File: config.mk
export PLATFORM = sky130hd
export DESIGN_NAME = mux8_rr_arbiter_flat
export DESIGN_NICKNAME = d
export VERILOG_FILES = /design/src/rtl/mux8_rr_arbiter_pkg.sv /design/src/rtl/mux8_rr_arbiter_if.sv /design/src/rtl/mux8_rr_arbiter_rr_pick8.sv /design/src/rtl/mux8_rr_arbiter.sv /design/src/flat_wrapper.sv
export SDC_FILE = /design/constraint.sdc
export NUM_CORES = 1
export LEC_CHECK = 0
export CAP_MARGIN = 10
export CORE_ASPECT_RATIO = 1.5
export CORE_UTILIZATION = 41
export DETAILED_ROUTE_END_ITERATION = 12
export PLACE_DENSITY = 0.83
export SLEW_MARGIN = 10
export SYNTH_ARGS = -nofsm -noshare
export SYNTH_HDL_FRONTEND = slang
export SYNTH_SLANG_ARGS = --single-unit
File: constraint.sdc
create_clock -name clock -period 3.9 [get_ports clock]
set_input_delay 0.39 -clock clock [delete_from_list [all_inputs] [get_ports clock]]
set_output_delay 0.39 -clock clock [all_outputs]
set_load 0.05 [all_outputs]
File: src/rtl/mux8_rr_arbiter_pkg.sv
// Shared constants and helpers for the 8-way round-robin arbiter slice.
// Imported by the interface, the priority encoder and the top.
package mux8_rr_arbiter_pkg;

    localparam int N_REQ  = 8;
    localparam int SEL_W  = 3;
    localparam int DATA_W = 16;
    localparam int BCNT_W = 4;

    localparam logic [1:0] ST_IDLE  = 2'd0;
    localparam logic [1:0] ST_GRANT = 2'd1;

    function automatic logic [N_REQ-1:0] onehot8(input logic [SEL_W-1:0] idx);
        logic [N_REQ-1:0] g;
        g      = '0;
        g[idx] = 1'b1;
        return g;
    endfunction

endpackage

File: src/rtl/mux8_rr_arbiter_if.sv
// Requester/sink bundle for mux8_rr_arbiter: requests, data words,
// grant/select status and the valid/ready output handshake.
interface mux8_rr_arbiter_if;
    import mux8_rr_arbiter_pkg::*;

    logic [N_REQ-1:0]  req;
    logic [DATA_W-1:0] in0;
    logic [DATA_W-1:0] in1;
    logic [DATA_W-1:0] in2;
    logic [DATA_W-1:0] in3;
    logic [DATA_W-1:0] in4;
    logic [DATA_W-1:0] in5;
    logic [DATA_W-1:0] in6;
    logic [DATA_W-1:0] in7;
    logic [N_REQ-1:0]  grant;
    logic [SEL_W-1:0]  sel;
    logic [DATA_W-1:0] out_data;
    logic              out_valid;
    logic              out_ready;
    logic              busy;

    modport master (
        output req, in0, in1, in2, in3, in4, in5, in6, in7, out_ready,
        input  grant, sel, out_data, out_valid, busy
    );

    modport slave (
        input  req, in0, in1, in2, in3, in4, in5, in6, in7, out_ready,
        output grant, sel, out_data, out_valid, busy
    );

endinterface

File: src/rtl/mux8_rr_arbiter_rr_pick8.sv
// Rotating priority encoder: first set request bit at or after ptr, wrapping mod 8.
// Also holds the legacy Mux8Way16 datapath mux used by the arbiter top.
module rr_pick8
    import mux8_rr_arbiter_pkg::*;
(
    input  logic [N_REQ-1:0] req,
    input  logic [SEL_W-1:0] ptr,
    output logic             any,
    output logic [SEL_W-1:0] idx
);

    logic [SEL_W-1:0] k;

    // Scan from the farthest offset down so the nearest hit is written last.
    always_comb begin
        any = 1'b0;
        idx = '0;
        k   = '0;
        for (int i = N_REQ - 1; i >= 0; i--) begin
            k = ptr + SEL_W'(i);
            if (req[k]) begin
                any = 1'b1;
                idx = k;
            end
        end
    end

endmodule

module Mux8Way16 (
    input  logic [15:0] a,
    input  logic [15:0] b,
    input  logic [15:0] c,
    input  logic [15:0] d,
    input  logic [15:0] e,
    input  logic [15:0] f,
    input  logic [15:0] g,
    input  logic [15:0] h,
    input  logic [2:0]  sel,
    output logic [15:0] out
);

    always_comb begin
        case (sel)
            3'd0:    out = a;
            3'd1:    out = b;
            3'd2:    out = c;
            3'd3:    out = d;
            3'd4:    out = e;
            3'd5:    out = f;
            3'd6:    out = g;
            default: out = h;
        endcase
    end

endmodule

File: src/rtl/mux8_rr_arbiter.sv
// Round-robin arbiter sharing one 16-bit channel among eight requesters,
// with optional multi-word bursts and zero-bubble handoff between winners.
module mux8_rr_arbiter
    import mux8_rr_arbiter_pkg::*;
#(
    parameter int MAX_BURST = 1
) (
    input  logic              clock,
    input  logic              reset,
    mux8_rr_arbiter_if.slave  bus
);

    logic [1:0]        state_q, state_d;
    logic [SEL_W-1:0]  ptr_q, ptr_d;
    logic [BCNT_W-1:0] bcnt_q, bcnt_d;
    logic [SEL_W-1:0]  sel_q, sel_d;
    logic [N_REQ-1:0]  grant_q, grant_d;
    logic              valid_q, valid_d;

    logic [SEL_W-1:0]  pick_ptr;
    logic              pick_any;
    logic [SEL_W-1:0]  pick_idx;
    logic              xfer;
    logic              burst_more;

    // In GRANT the only pick that matters is the handoff one, which starts after the current winner.
    assign pick_ptr   = (state_q == ST_GRANT) ? sel_q + SEL_W'(1) : ptr_q;
    assign xfer       = valid_q && bus.out_ready;
    assign burst_more = ((int'(bcnt_q) + 1) < MAX_BURST) && bus.req[sel_q];

    rr_pick8 u_pick (
        .req (bus.req),
        .ptr (pick_ptr),
        .any (pick_any),
        .idx (pick_idx)
    );

    always_comb begin
        state_d = state_q;
        ptr_d   = ptr_q;
        bcnt_d  = bcnt_q;
        sel_d   = sel_q;
        grant_d = grant_q;
        valid_d = valid_q;
        case (state_q)
            ST_IDLE: begin
                if (pick_any) begin
                    state_d = ST_GRANT;
                    sel_d   = pick_idx;
                    grant_d = onehot8(pick_idx);
                    valid_d = 1'b1;
                    bcnt_d  = '0;
                end
            end
            ST_GRANT: begin
                if (xfer) begin
                    if (burst_more) begin
                        bcnt_d = bcnt_q + BCNT_W'(1);
                    end else begin
                        ptr_d  = sel_q + SEL_W'(1);
                        bcnt_d = '0;
                        if (pick_any) begin
                            sel_d   = pick_idx;
                            grant_d = onehot8(pick_idx);
                        end else begin
                            state_d = ST_IDLE;
                            grant_d = '0;
                            valid_d = 1'b0;
                        end
                    end
                end else if (!bus.req[sel_q]) begin
                    state_d = ST_IDLE;
                    grant_d = '0;
                    valid_d = 1'b0;
                end
            end
            default: begin
                state_d = ST_IDLE;
                grant_d = '0;
                valid_d = 1'b0;
            end
        endcase
    end

    always_ff @(posedge clock) begin
        if (reset) begin
            state_q <= ST_IDLE;
            ptr_q   <= '0;
            bcnt_q  <= '0;
            sel_q   <= '0;
            grant_q <= '0;
            valid_q <= 1'b0;
        end else begin
            state_q <= state_d;
            ptr_q   <= ptr_d;
            bcnt_q  <= bcnt_d;
            sel_q   <= sel_d;
            grant_q <= grant_d;
            valid_q <= valid_d;
        end
    end

    assign bus.grant     = grant_q;
    assign bus.sel       = sel_q;
    assign bus.out_valid = valid_q;
    assign bus.busy      = valid_q;

    Mux8Way16 u_mux (
        .a   (bus.in0),
        .b   (bus.in1),
        .c   (bus.in2),
        .d   (bus.in3),
        .e   (bus.in4),
        .f   (bus.in5),
        .g   (bus.in6),
        .h   (bus.in7),
        .sel (sel_q),
        .out (bus.out_data)
    );

endmodule

File: src/flat_wrapper.sv
// flat-port wrapper written by rule: the top's interface ports become plain ports
module mux8_rr_arbiter_flat import mux8_rr_arbiter_pkg::*;
#(
    parameter int MAX_BURST = 1
)
  (clock, reset, bus_req, bus_in0, bus_in1, bus_in2, bus_in3, bus_in4, bus_in5, bus_in6, bus_in7, bus_out_ready, bus_grant, bus_sel, bus_out_data, bus_out_valid, bus_busy);
  mux8_rr_arbiter_if bus_i ();
  input  logic clock;
  input  logic reset;
  input wire logic [$bits(bus_i.req)-1:0] bus_req;
  input wire logic [$bits(bus_i.in0)-1:0] bus_in0;
  input wire logic [$bits(bus_i.in1)-1:0] bus_in1;
  input wire logic [$bits(bus_i.in2)-1:0] bus_in2;
  input wire logic [$bits(bus_i.in3)-1:0] bus_in3;
  input wire logic [$bits(bus_i.in4)-1:0] bus_in4;
  input wire logic [$bits(bus_i.in5)-1:0] bus_in5;
  input wire logic [$bits(bus_i.in6)-1:0] bus_in6;
  input wire logic [$bits(bus_i.in7)-1:0] bus_in7;
  input wire logic [$bits(bus_i.out_ready)-1:0] bus_out_ready;
  output wire logic [$bits(bus_i.grant)-1:0] bus_grant;
  output wire logic [$bits(bus_i.sel)-1:0] bus_sel;
  output wire logic [$bits(bus_i.out_data)-1:0] bus_out_data;
  output wire logic [$bits(bus_i.out_valid)-1:0] bus_out_valid;
  output wire logic [$bits(bus_i.busy)-1:0] bus_busy;
  assign bus_i.req = bus_req;
  assign bus_i.in0 = bus_in0;
  assign bus_i.in1 = bus_in1;
  assign bus_i.in2 = bus_in2;
  assign bus_i.in3 = bus_in3;
  assign bus_i.in4 = bus_in4;
  assign bus_i.in5 = bus_in5;
  assign bus_i.in6 = bus_in6;
  assign bus_i.in7 = bus_in7;
  assign bus_i.out_ready = bus_out_ready;
  assign bus_grant = bus_i.grant;
  assign bus_sel = bus_i.sel;
  assign bus_out_data = bus_i.out_data;
  assign bus_out_valid = bus_i.out_valid;
  assign bus_busy = bus_i.busy;
  mux8_rr_arbiter #(.MAX_BURST(MAX_BURST)) u_core (.clock(clock), .reset(reset), .bus(bus_i));
endmodule
==> run summary <==
Clock power frac = 0.027
Max Slew Vio Count = 0
Number of H-tree levels = 1
Total gr overflow = 0
Fin area = 5130 sq um
Total power = 5.20 mW
Largest net degree at the start of global routing = 28
Int Pwr = 2.29 mW
Area Growth Syn to Fin = 62.7%
Maximum VDD drop = 1.03 mV
Cell count after placement = 678
Fin crit share = 0.908
CP Launch Type = register
Logic pwr share = 0.918
Kind of critical path = register to register
Die X-Extent = 73.6 um
Setup TNS = 0 ps
First-pass GRT wire length = 23.2 mm
Dpl hpwl = 12.9 mm
Worst reg2reg startpoint = u_core.bus.sel[1]$_SDFFE_PP0P_
Hold path depth = 2
Root Driver = clkbuf_8
Sequential share of the synthesized area = 0.120
Total iterations of the first detailed-routing run = 6
GRT Overall Usage = 0.388
Sw Ratio = 0.560
Clock Skew = 3.57 ps
Initial antenna violation count = 1
Post-DP Area = 5090 sq um
TritonCTS Buffers = 3
Post-synth top flop = dfxtp_1
Initial DRC Count = 438
Worst path arrival time = 3690 ps
Antenna cells = 0
Leakage Power = 2.04 nW
Max Buffers Root-to-Sink = 2
Vias = 4442
Avg Cell Area, Syn = 7.38 sq um
Net switching power = 2.92 mW
Max incr delay on CP = 450 ps
Final Core Density = 0.701
Die ar. = 8060 sq um
Fmax = 0.282 GHz
Port Buf Inserts = 167
Filler cells = 608
Clk sinks = 19
Post-synth EDFFs = 0
Fraction of layout cells with a size suffix above 1 = 0.131
Row Count = 38
CP max-delay cell = dfxtp_1
FFs w/ async S/R, synth = 0
Crit end category = register
Non-Filler Instances = 682
Area of the mapped netlist = 3160 sq um
Capture point of the worst reg-to-reg path = u_core.bcnt_q[3]$_SDFFE_PP0P_
Nets@finish = 729
Syn nets = 574
TritonCTS clock tree = built
Status = complete, no violations
Unrepaired setup endpoints after global routing = no
Synth warn = 0
Final setup fails = 0
#FFs+latches synth = 19
Core Area = 7320 sq um
Crit-path max FO = 7
Post-CTS Resized = 0
Fin crit period = 3540 ps
Max-slew headroom = 0.327
Post-synthesis cell count = 428
DIE HEIGHT = 109 um
Post-synth cell types = 67
Post-CTS Hold Buffers = 0
Clock Latency Late Sink = 260 ps
WL/cell = 23.2 um
Critical path data required time = 4050 ps
I/O Pins = 168
Power per cell area = 1010 nW/um^2
DRC Markers = 0
Clock-pin slew on the worst setup and hold paths = 70 ps
Max-cap violations = 0
Post-DRT Antenna Nets = 0
Part of the power in registers = 0.055
Worst hold start = u_core.bus.grant[1]$_SDFFE_PP0P_
Final Hold Vio Count = 0
Gpl congestion = 1.04
R2r setup slk = 360 ps
Slew @ Worst Pin = 1010 ps
Post-CTS Setup Inserts = 0
Hold Crit Class = register to register
Initial Utilization = 0.431
Vias per std cell = 6.51
Reg2reg path depth = 13
Critical Path, Cell by Cell = inv_1 -> ha_1 -> mux2i_1 -> clkinv_1 -> ha_1 -> mux2i_1 -> nand3_1 -> a22oi_1 -> o41ai_1 -> nor4_1 -> a21o_1 -> nor2_1 -> o221a_2
Hold endpoint = u_core.bus.grant[1]$_SDFFE_PP0P_
Vias in the first global route = 4434
Total length of routed wires = 15.8 mm
==> worst max-delay path by stage <==
| stage | start | to | slack, ps | cells after the start |
|---|---|---|---|---|
| 2_1_floorplan | u_core.bus.sel[0]$_SDFFE_PP0P_ | u_core.bus.grant[3]$_SDFFE_PP0P_ | 50 | 15 |
| 3_3_place_gp | u_core.bus.sel[1]$_SDFFE_PP0P_ | u_core.bus.grant[2]$_SDFFE_PP0P_ | 570 | 11 |
| 3_5_place_dp | u_core.bus.sel[1]$_SDFFE_PP0P_ | u_core.bus.grant[7]$_SDFFE_PP0P_ | 430 | 13 |
| 4_1_cts | u_core.bus.sel[1]$_SDFFE_PP0P_ | u_core.bus.grant[7]$_SDFFE_PP0P_ | 420 | 13 |
| 5_1_grt | u_core.bus.sel[1]$_SDFFE_PP0P_ | u_core.bus.grant[7]$_SDFFE_PP0P_ | 60 | 13 |
| 6_report | u_core.bus.sel[1]$_SDFFE_PP0P_ | u_core.bcnt_q[3]$_SDFFE_PP0P_ | 360 | 13 |
==> kinds of logic (layout without fill, tap and decap cells) <==
logic type | count (synthesis) | in the layout | synth area share
flip-flops | 19 | 19 | 0.120
AND/OR/NAND/NOR | 127 | 127 | 0.198
buffers and inverters | 56 | 210 | 0.0793
AO/OA/AOI/OAI | 165 | 165 | 0.375
adder cells (fa/ha/maj) | 7 | 7 | 0.0277
XOR/XNOR | 4 | 4 | 0.0170
multiplexers | 50 | 50 | 0.183
==> power groups by stage <==
stage	clock [mW]	sequential, mW	combinational [mW]
floorplan	0	0.455	2.63
global placement	0	0.287	4.68
detailed placement	0	0.290	4.71
CTS	0.140	0.286	4.73
global route	0.150	0.294	4.97
finish	0.140	0.288	4.78
==> per-stage QoR <==
stage,setup slack (ps),hold slack [ps]
final,360,471
after global routing,60.7,491
after CTS,419,468
after detailed placement,430,453
after global placement,574,454
after floorplan,48.2,475
==> cells in the mapped netlist (all sizes together) (3+ instances only) <==
master,number,area share
nor2,37,0.044
mux2i,25,0.079
mux2,21,0.075
or4,5,0.012
a211oi,6,0.014
a31oi,8,0.016
and3,6,0.012
o22ai,3,0.0059
o2111ai,3,0.010
a21o,4,0.0095
o21ai,23,0.036
buf,10,0.024
o211ai,5,0.013
nand2,25,0.030
clkbuf,28,0.034
a21oi,43,0.068
o32ai,4,0.011
inv,17,0.020
a22oi,14,0.033
nor3,4,0.0063
o221ai,3,0.0083
xnor2,3,0.014
o2bb2ai,3,0.0083
dfxtp,19,0.12
o21a,3,0.0095
nor4,4,0.0099
o221a,3,0.011
a222oi,18,0.057
and2,6,0.012
mux4,4,0.029
nor2b,4,0.0079
a32o,4,0.013
nand3,24,0.038
ha,7,0.028
nand2b,3,0.0059
==> worst max-delay path: cells and delay by family, from the launching register on <==
kind | cells | cell delay (ps)
compound gates | 4 | 840
fa+ha+maj | 2 | 780
simple gates | 3 | 660
mux | 2 | 460
flops | 1 | 450
buf+inv | 2 | 220
==> metal layers <==
metal / share of wire / GRT usage / up-vias
met2: 0.49 / 0.699 / 300
met4: 0.065 / 0.249 / 0
li1: - / - / 1991
met1: 0.34 / 0.392 / 2091
met5: 0 / 0 / -
met3: 0.11 / 0.0880 / 60
==> area by class of cell <==
cell class	count	area, sq um	share of cell area
Clock buffer	3	41.3	0.00804
Clock inverter	1	5.00	0.000975
Inverter	18	67.6	0.0132
Multi-Input combinational cell	353	2530	0.492
Sequential cell	19	380	0.0741
Tap cell	100	125	0.0244
Timing Repair Buffer	188	1990	0.387
==> layout by cell type (no fill, tap or decap), drive strengths merged, types with 4 or more instances in the layout <==
cell type	n
and2	6
inv	17
a21o	4
mux4	4
or4	5
dfxtp	19
mux2	21
nand2	25
nor2	37
a31oi	8
buf	37
a22oi	14
nor2b	4
and3	6
ha	7
a222oi	18
nor3	4
nand3	24
o211ai	5
mux2i	25
clkdlybuf4s50	151
a211oi	6
a32o	4
o32ai	4
nor4	4
a21oi	43
o21ai	23
==> flip-flops by register name (all words and copies together) (netlist names) <==
register / flops
u_core.bus.grant: 8
u_core.bcnt_q: 4
u_core.bus.sel: 3
u_core.bus.busy: 1
u_core.ptr_q: 3
Power figures use the tool's default switching activity.
